### config.mk
export PLATFORM = sky130hd
export DESIGN_NAME = pwm_cmd_sched_flat
export DESIGN_NICKNAME = d
export VERILOG_FILES = /design/src/rtl/pwm_cmd_sched_if.sv /design/src/rtl/pwm_cmd_sched.sv /design/src/flat_wrapper.sv
export SDC_FILE = /design/constraint.sdc
export NUM_CORES = 1
export LEC_CHECK = 0
export ABC_AREA = 1
export CORE_MARGIN = 2
export CORE_UTILIZATION = 50
export DETAILED_ROUTE_END_ITERATION = 7
export PLACE_DENSITY = 0.73
export SYNTH_ARGS = -nofsm -noshare
export SYNTH_HDL_FRONTEND = slang
export SYNTH_SLANG_ARGS = --single-unit
### constraint.sdc
create_clock -name CLK -period 4.3 [get_ports CLK]
set_input_delay 0.86 -clock CLK [delete_from_list [all_inputs] [get_ports CLK]]
set_output_delay 0.86 -clock CLK [all_outputs]
set_load 0.03 [all_outputs]
### src/rtl/pwm_cmd_sched_if.sv
// Command byte stream in, committed PWM duty values and packet status out.
// master drives the byte strobe and period pulse; slave is the scheduler.
interface pwm_cmd_sched_if;
    logic [7:0] RX_DATA;
    logic       RX_VALID;
    logic       PERIOD_END;
    logic [7:0] DUTY0;
    logic [7:0] DUTY1;
    logic [7:0] DUTY2;
    logic [7:0] DUTY3;
    logic       BUSY;
    logic       PEND;
    logic       ACK;
    logic       ERR;

    modport master (
        output RX_DATA, RX_VALID, PERIOD_END,
        input  DUTY0, DUTY1, DUTY2, DUTY3, BUSY, PEND, ACK, ERR
    );

    modport slave (
        input  RX_DATA, RX_VALID, PERIOD_END,
        output DUTY0, DUTY1, DUTY2, DUTY3, BUSY, PEND, ACK, ERR
    );
endinterface

### src/rtl/pwm_cmd_sched.sv
// Parses A5/ADDR/DUTY/CSUM packets into shadow duties, committed to DUTYn at PERIOD_END.
// ACK/ERR one cycle after the CSUM byte (or timeout); duty commit on the PERIOD_END edge.
// No backpressure: every RX_VALID byte is consumed in the cycle it arrives.
module pwm_cmd_sched #(
    parameter int TIMEOUT_CYC = 4095
) (
    input  logic           CLK,
    input  logic           RST_N,
    pwm_cmd_sched_if.slave bus
);

    typedef enum logic [1:0] {
        ST_IDLE,
        ST_ADDR,
        ST_DATA,
        ST_CSUM
    } state_t;

    localparam logic [7:0]  HDR_BYTE = 8'hA5;
    // Abort fires on the edge where the gap counter would reach TIMEOUT_CYC.
    localparam logic [11:0] GAP_LAST = 12'(TIMEOUT_CYC - 1);

    state_t      state_q, state_d;
    logic [11:0] gap_q;
    logic        addr_bcast_q;
    logic [1:0]  addr_ch_q;
    logic        addr_bad_q;
    logic [7:0]  addr_byte_q;
    logic [7:0]  data_q;
    logic [7:0]  shadow_q [4];
    logic [7:0]  duty_q   [4];
    logic        pend_q;
    logic        ack_q;
    logic        err_q;

    logic        latch_addr;
    logic        latch_data;
    logic        pkt_ok;
    logic        pkt_bad;
    logic        timeout;

    always_comb begin
        state_d    = state_q;
        latch_addr = 1'b0;
        latch_data = 1'b0;
        pkt_ok     = 1'b0;
        pkt_bad    = 1'b0;
        timeout    = 1'b0;
        if (state_q != ST_IDLE && !bus.RX_VALID && gap_q == GAP_LAST) begin
            timeout = 1'b1;
            state_d = ST_IDLE;
        end else if (bus.RX_VALID) begin
            case (state_q)
                ST_IDLE: begin
                    if (bus.RX_DATA == HDR_BYTE) state_d = ST_ADDR;
                end
                ST_ADDR: begin
                    latch_addr = 1'b1;
                    state_d    = ST_DATA;
                end
                ST_DATA: begin
                    latch_data = 1'b1;
                    state_d    = ST_CSUM;
                end
                ST_CSUM: begin
                    state_d = ST_IDLE;
                    if (!addr_bad_q && bus.RX_DATA == (addr_byte_q ^ data_q))
                        pkt_ok = 1'b1;
                    else
                        pkt_bad = 1'b1;
                end
                default: state_d = ST_IDLE;
            endcase
        end
    end

    always_ff @(posedge CLK) begin
        if (!RST_N) begin
            state_q      <= ST_IDLE;
            gap_q        <= '0;
            addr_bcast_q <= 1'b0;
            addr_ch_q    <= '0;
            addr_bad_q   <= 1'b0;
            addr_byte_q  <= '0;
            data_q       <= '0;
            pend_q       <= 1'b0;
            ack_q        <= 1'b0;
            err_q        <= 1'b0;
            for (int i = 0; i < 4; i++) begin
                shadow_q[i] <= '0;
                duty_q[i]   <= '0;
            end
        end else begin
            state_q <= state_d;
            ack_q   <= pkt_ok;
            err_q   <= pkt_bad | timeout;

            if (bus.RX_VALID || state_q == ST_IDLE || timeout)
                gap_q <= '0;
            else
                gap_q <= gap_q + 12'd1;

            if (latch_addr) begin
                addr_byte_q  <= bus.RX_DATA;
                addr_bcast_q <= bus.RX_DATA[7];
                addr_ch_q    <= bus.RX_DATA[1:0];
                addr_bad_q   <= |bus.RX_DATA[6:2];
            end
            if (latch_data) data_q <= bus.RX_DATA;

            // Commit reads the pre-write shadows; a same-cycle write stays pending.
            for (int i = 0; i < 4; i++) begin
                if (bus.PERIOD_END && pend_q) duty_q[i] <= shadow_q[i];
                if (pkt_ok && (addr_bcast_q || addr_ch_q == i[1:0])) shadow_q[i] <= data_q;
            end

            if (pkt_ok)
                pend_q <= 1'b1;
            else if (bus.PERIOD_END)
                pend_q <= 1'b0;
        end
    end

    assign bus.DUTY0 = duty_q[0];
    assign bus.DUTY1 = duty_q[1];
    assign bus.DUTY2 = duty_q[2];
    assign bus.DUTY3 = duty_q[3];
    assign bus.BUSY  = (state_q != ST_IDLE);
    assign bus.PEND  = pend_q;
    assign bus.ACK   = ack_q;
    assign bus.ERR   = err_q;

endmodule
### src/flat_wrapper.sv
// flat-port wrapper written by rule: the top's interface ports become plain ports
module pwm_cmd_sched_flat 
#(
    parameter int TIMEOUT_CYC = 4095
)
  (CLK, RST_N, bus_RX_DATA, bus_RX_VALID, bus_PERIOD_END, bus_DUTY0, bus_DUTY1, bus_DUTY2, bus_DUTY3, bus_BUSY, bus_PEND, bus_ACK, bus_ERR);
  pwm_cmd_sched_if bus_i ();
  input  logic CLK;
  input  logic RST_N;
  input wire logic [$bits(bus_i.RX_DATA)-1:0] bus_RX_DATA;
  input wire logic [$bits(bus_i.RX_VALID)-1:0] bus_RX_VALID;
  input wire logic [$bits(bus_i.PERIOD_END)-1:0] bus_PERIOD_END;
  output wire logic [$bits(bus_i.DUTY0)-1:0] bus_DUTY0;
  output wire logic [$bits(bus_i.DUTY1)-1:0] bus_DUTY1;
  output wire logic [$bits(bus_i.DUTY2)-1:0] bus_DUTY2;
  output wire logic [$bits(bus_i.DUTY3)-1:0] bus_DUTY3;
  output wire logic [$bits(bus_i.BUSY)-1:0] bus_BUSY;
  output wire logic [$bits(bus_i.PEND)-1:0] bus_PEND;
  output wire logic [$bits(bus_i.ACK)-1:0] bus_ACK;
  output wire logic [$bits(bus_i.ERR)-1:0] bus_ERR;
  assign bus_i.RX_DATA = bus_RX_DATA;
  assign bus_i.RX_VALID = bus_RX_VALID;
  assign bus_i.PERIOD_END = bus_PERIOD_END;
  assign bus_DUTY0 = bus_i.DUTY0;
  assign bus_DUTY1 = bus_i.DUTY1;
  assign bus_DUTY2 = bus_i.DUTY2;
  assign bus_DUTY3 = bus_i.DUTY3;
  assign bus_BUSY = bus_i.BUSY;
  assign bus_PEND = bus_i.PEND;
  assign bus_ACK = bus_i.ACK;
  assign bus_ERR = bus_i.ERR;
  pwm_cmd_sched #(.TIMEOUT_CYC(TIMEOUT_CYC)) u_core (.CLK(CLK), .RST_N(RST_N), .bus(bus_i));
endmodule
Word-level counts from Yosys, hierarchy flattened

Memories as Yosys holds them, arrays and structs flattened.
Index checks and enable logic that the tools add are counted.

Register bits: 37
Memory bits (writable): 64
Word-level logic and storage cells: 101
Memories: 2

Add/sub/neg operators: 1
Equality and inequality tests: 10
Mux-type cells: 43
Bitwise gates (word level): 11
Reductions and logical operators: 24

Memories:

| name            | depth | bits a word | rd ports | clocked after Yosys merged registers in | write ports | line                | text |
|---|---|---|---|---|---|---|---|
| u_core.duty_q   | 4     | 8           | 4        | 0                                       | 4           | pwm_cmd_sched.sv:31 | `logic [7:0] duty_q [4];` |
| u_core.shadow_q | 4     | 8           | 4        | 0                                       | 4           | pwm_cmd_sched.sv:30 | `logic [7:0] shadow_q [4];` |

Operators by type and width:

| operator                                                                | number |
|---|---|
| 8-bit 2-to-1 mux                                                        | 8 |
| 1-bit 2-to-1 mux                                                        | 33 |
| 12-bit by 1-bit adder with 12-bit output, second input constant         | 1 |
| 12-bit == test, second input constant                                   | 1 |
| 1-bit OR                                                                | 9 |
| 2-bit == test, second input constant                                    | 4 |
| 8-bit == test                                                           | 1 |
| 8-bit == test, second input constant                                    | 1 |
| 1-bit logical AND                                                       | 8 |
| 2-bit one-hot mux with 4 select lines                                   | 1 |
| 8-bit bitwise XOR                                                       | 1 |
| 1-bit logical OR                                                        | 6 |
| 5-bit OR reduction                                                      | 1 |
| 2-bit by 1-bit == test with 1-bit output, second input constant         | 2 |
| 2-bit logical NOT                                                       | 2 |
| 2-bit nonzero test                                                      | 2 |
| 2-bit OR reduction                                                      | 2 |
| 1-bit logical NOT                                                       | 2 |
| 2-bit 2-to-1 mux                                                        | 1 |
| 2-bit by 1-bit inequality test with 1-bit output, second input constant | 1 |
| 2-bit AND reduction                                                     | 1 |
| 1-bit inverter                                                          | 1 |

Depth between registers and ports, before layout

Depth after elaboration: 12
Gate-level depth with buffers: 12
Mapped depth without buffers: 12

Worst setup path after synthesis

No wires, ideal clock.

Kind: input-to-reg
Start point: input port RST_N
End point: memory u_core.duty_q[0][0] (enable)
Library setup time: 0.478 ns
Data arrival time: 1.909 ns
Data required time: 3.822 ns
Path slack: 1.913 ns
Stages on the path: 3
Buffers on the path: 2
Cells stage by stage: buf_2 > clkbuf_1 > nand2_1

RTL lines:

| element     | line                | text |
|---|---|---|
| from (decl) | flat_wrapper.sv:9   | `input logic RST_N;` |
| to (decl)   | pwm_cmd_sched.sv:31 |  |

Worst setup path in the final report

Start point: register u_core.state_q[0]
End point: output port bus_BUSY

Cells in the longest elaborated chain, start to end: 1

Ends and longest elaborated chain:

| element                | line                 | text |
|---|---|---|
| from (decl)            | pwm_cmd_sched.sv:23  | `state_t state_q, state_d;` |
| from (signal assigned) | pwm_cmd_sched.sv:94  | `state_q <= state_d;` |
| 2-bit nonzero test     | pwm_cmd_sched.sv:128 | `assign bus.BUSY = (state_q != ST_IDLE);` |
| to (decl)              | flat_wrapper.sv:17   | `output wire logic [$bits(bus_i.BUSY)-1:0] bus_BUSY;` |

No other way between the ends.

==> impl_metrics.tcl <==
set metrics [dict create \
    setup_viol 0 \
    synth_top_area_share_pct 47.3 \
    ctsResizeCount 0 \
    root_buffer "clkbuf_8" \
    hold_violations 0 \
    synth_nets 442 \
    dp.final_hpwl_um 4720 \
    antenna_found_initial 0 \
    synth_cell_types 25 \
    nets 494 \
    setup_tns_ns 0 \
    period_needed_ns 2.65 \
    drt-total-wl_um 6540 \
    cts_num_sinks 98 \
    cp_data_required_time_ns 3.44 \
    drv_slew 0 \
    power.total_mw 1.67 \
    reg2regPathDepth 11 \
    dieArea_um2 8870 \
    finClkSkew_ns 0.0111 \
    drive_gt1_share_pct 5.83 \
    cts_tree "done" \
    post_cts_buffers 0 \
    ctsHoldBuffers 0 \
    num_io_pins 48 \
    synth_top_cells_by_area "edfxtp_1 47%, dfxtp_1 17%, nor2_1 7.8%, nand2_1 6.6%, inv_1 5.9%" \
    viasPerCell 4.78 \
    yosysWarnings 0 \
    p_leak_nw 1.86 \
    finalWeightedCongestion 0.813 \
    path_clk_slew_ns 0.09 \
    drt_first_pass_iters 4 \
    yosys.area.top_type "edfxtp_1" \
    synth_compound_area_share_pct 6.09 \
    die-height_um 94.2 \
    min_path_type "reg -> reg" \
    port_buffers 47 \
    fmaxAchievable_mhz 378 \
    postRouteAntennaNets 0 \
    wl_per_cell_um 11.2 \
    grt-ovfl-total 0 \
    synth-xor-area-share_pct 1.29 \
    n_antenna_cell 0 \
    synth-adder-area-share_pct 1.85 \
    hold_depth 2 \
    rows 32 \
    cts_max_path_buffers 2 \
    startpoint_type "flip-flop" \
    synth_top_family_by_area "simple AND/OR/NAND/NOR gates" \
    tightestPinTransition_ns 0.521 \
    grt_max_degree 33 \
    crit_arrival_ns 1.79 \
    num_vias 2784 \
    grt_pass1_wl_um 10900 \
    grt_util_all_layers_pct 15.9 \
    status "completed" \
    core_um2 7810 \
    peakVddDrop_uv 190 \
    synth_simple_gate_area_share_pct 19.4 \
    ys_ff_latch 98 \
    power_density_nw_per_um2 346 \
    avgSynthCellArea_um2 9.59 \
    cp_max_fo 4 \
    worst_skew_pair.late_latency_ns 0.35 \
    post-route-period-util_pct 61.6 \
    route.detailed.drc 0 \
    cts_max_level 3 \
    slew_headroom_pct 65.2 \
    start_util_pct 52.1 \
    crit_path_end_kind "output pin" \
    die_w_um 94.2 \
    initialDrtViolationCount 95 \
    area_delta_synth_final_pct 18.9 \
    numCtsBuffers 9 \
    synth_cells 424 \
    crit_type "reg -> out" \
    seq_area_frac_synth_pct 64.0 \
    syn_area_um2 4070 \
    synthMuxAreaShare_pct 0 \
    cap_viol_max_count 0 \
    rsz0062_at_grt "no" \
    hold_slack_ns 0.474 \
    grt_pass1_vias 2483 \
]
report_power, final:
group / leakage, nW / switching, mW / internal (mW)
Combinational: 0.839 / 0.0560 / 0.0344
Clock: 0.0902 / 0.293 / 0.265
Sequential: 0.934 / 0.00538 / 1.02
Total: 1.86 / 0.354 / 1.32
per-layer routing:
layer	GRT usage [%]	share of wire (%)	vias up
li1	-	-	1457
met3	2.73	3.6	7
met1	20.5	47	1258
met4	7.13	0.92	0
met5	0	0	-
met2	26.5	49	62
metrics by stage:
stage	area [µm²]	setup WS (ns)	std cells	util (%)
after floorplan	4070	1.91	424	-
after global placement	4650	1.41	567	59.6
after detailed placement	4650	1.35	567	59.6
after CTS	4830	1.64	582	61.9
after global routing	4830	1.52	582	61.9
final	4830	1.65	582	61.9
sequential cells by signal, indices dropped and copies added (netlist names), 2 cells and up:
| signal | count |
|---|---|
| u_core.data_q | 8 |
| u_core.gap_q | 12 |
| u_core.duty_q | 32 |
| u_core.shadow_q | 32 |
| u_core.state_q | 2 |
| u_core.addr_byte_q | 7 |
path summary, 6_finish.rpt:
kind	to	slack, ns	start
setup / recovery	bus_BUSY	1.65	u_core.state_q[0]
hold reg to reg	u_core.addr_byte_q[3]	0.47	u_core.addr_byte_q[3]
setup reg to reg	u_core.shadow_q[3][2]	2.27	u_core.data_q[1]
hold / removal	u_core.addr_byte_q[3]	0.47	u_core.addr_byte_q[3]
cells in the final DEF (no fill, tap or decap), drive strengths merged, types with 2 or more instances in the layout:
cell type	synthesis	final
nand3	13	13
buf	2	3
xor2	3	3
nand2	71	71
clkbuf	7	10
inv	70	71
clkdlybuf4s50	0	47
nor3	8	8
nor3b	2	2
o21ai	20	20
ha	6	6
edfxtp	64	64
nor2	85	85
clkinv	0	2
nand4	6	6
dfxtp	34	34
xnor2	3	3
a21oi	24	24
cells by family after synthesis:
family / count (synthesis)
adders and majority gates: 6
AOI/OAI and AO/OA: 48
buffers and inverters: 79
xor gates and xnor gates: 6
DFF: 98
and+or+nand+nor: 187
layout make-up:
class	instances	area [µm²]
clock buffer	10	128
clock inverter	5	55.1
fill	662	2970
inverter	70	263
multi-input combinational	247	1160
sequential	98	2600
tap	102	128
timing repair buffer	50	493
worst max-delay path, cell delays in order (launching register included):
cell and delay [ns]:
dfxtp_1 0.40, inv_1 0.09, ha_1 0.22, inv_1 0.08
clkdlybuf4s50_1 0.67
cell usage after synthesis:
cell	count
or2_2	1
inv_1	64
a31oi_1	1
ha_1	6
xor2_1	3
nor3_1	8
nand2_1	71
nor2_1	84
nand3b_1	1
nand3_1	13
xnor2_1	3
o21ai_0	20
nor2_4	1
clkbuf_1	7
o21a_1	1
edfxtp_1	64
inv_2	6
a21oi_1	24
a211oi_1	1
o22ai_1	1
nor3b_1	2
dfxtp_1	34
nand4_1	2
buf_2	2
nand4_2	4
Power figures use the tool's default switching activity.
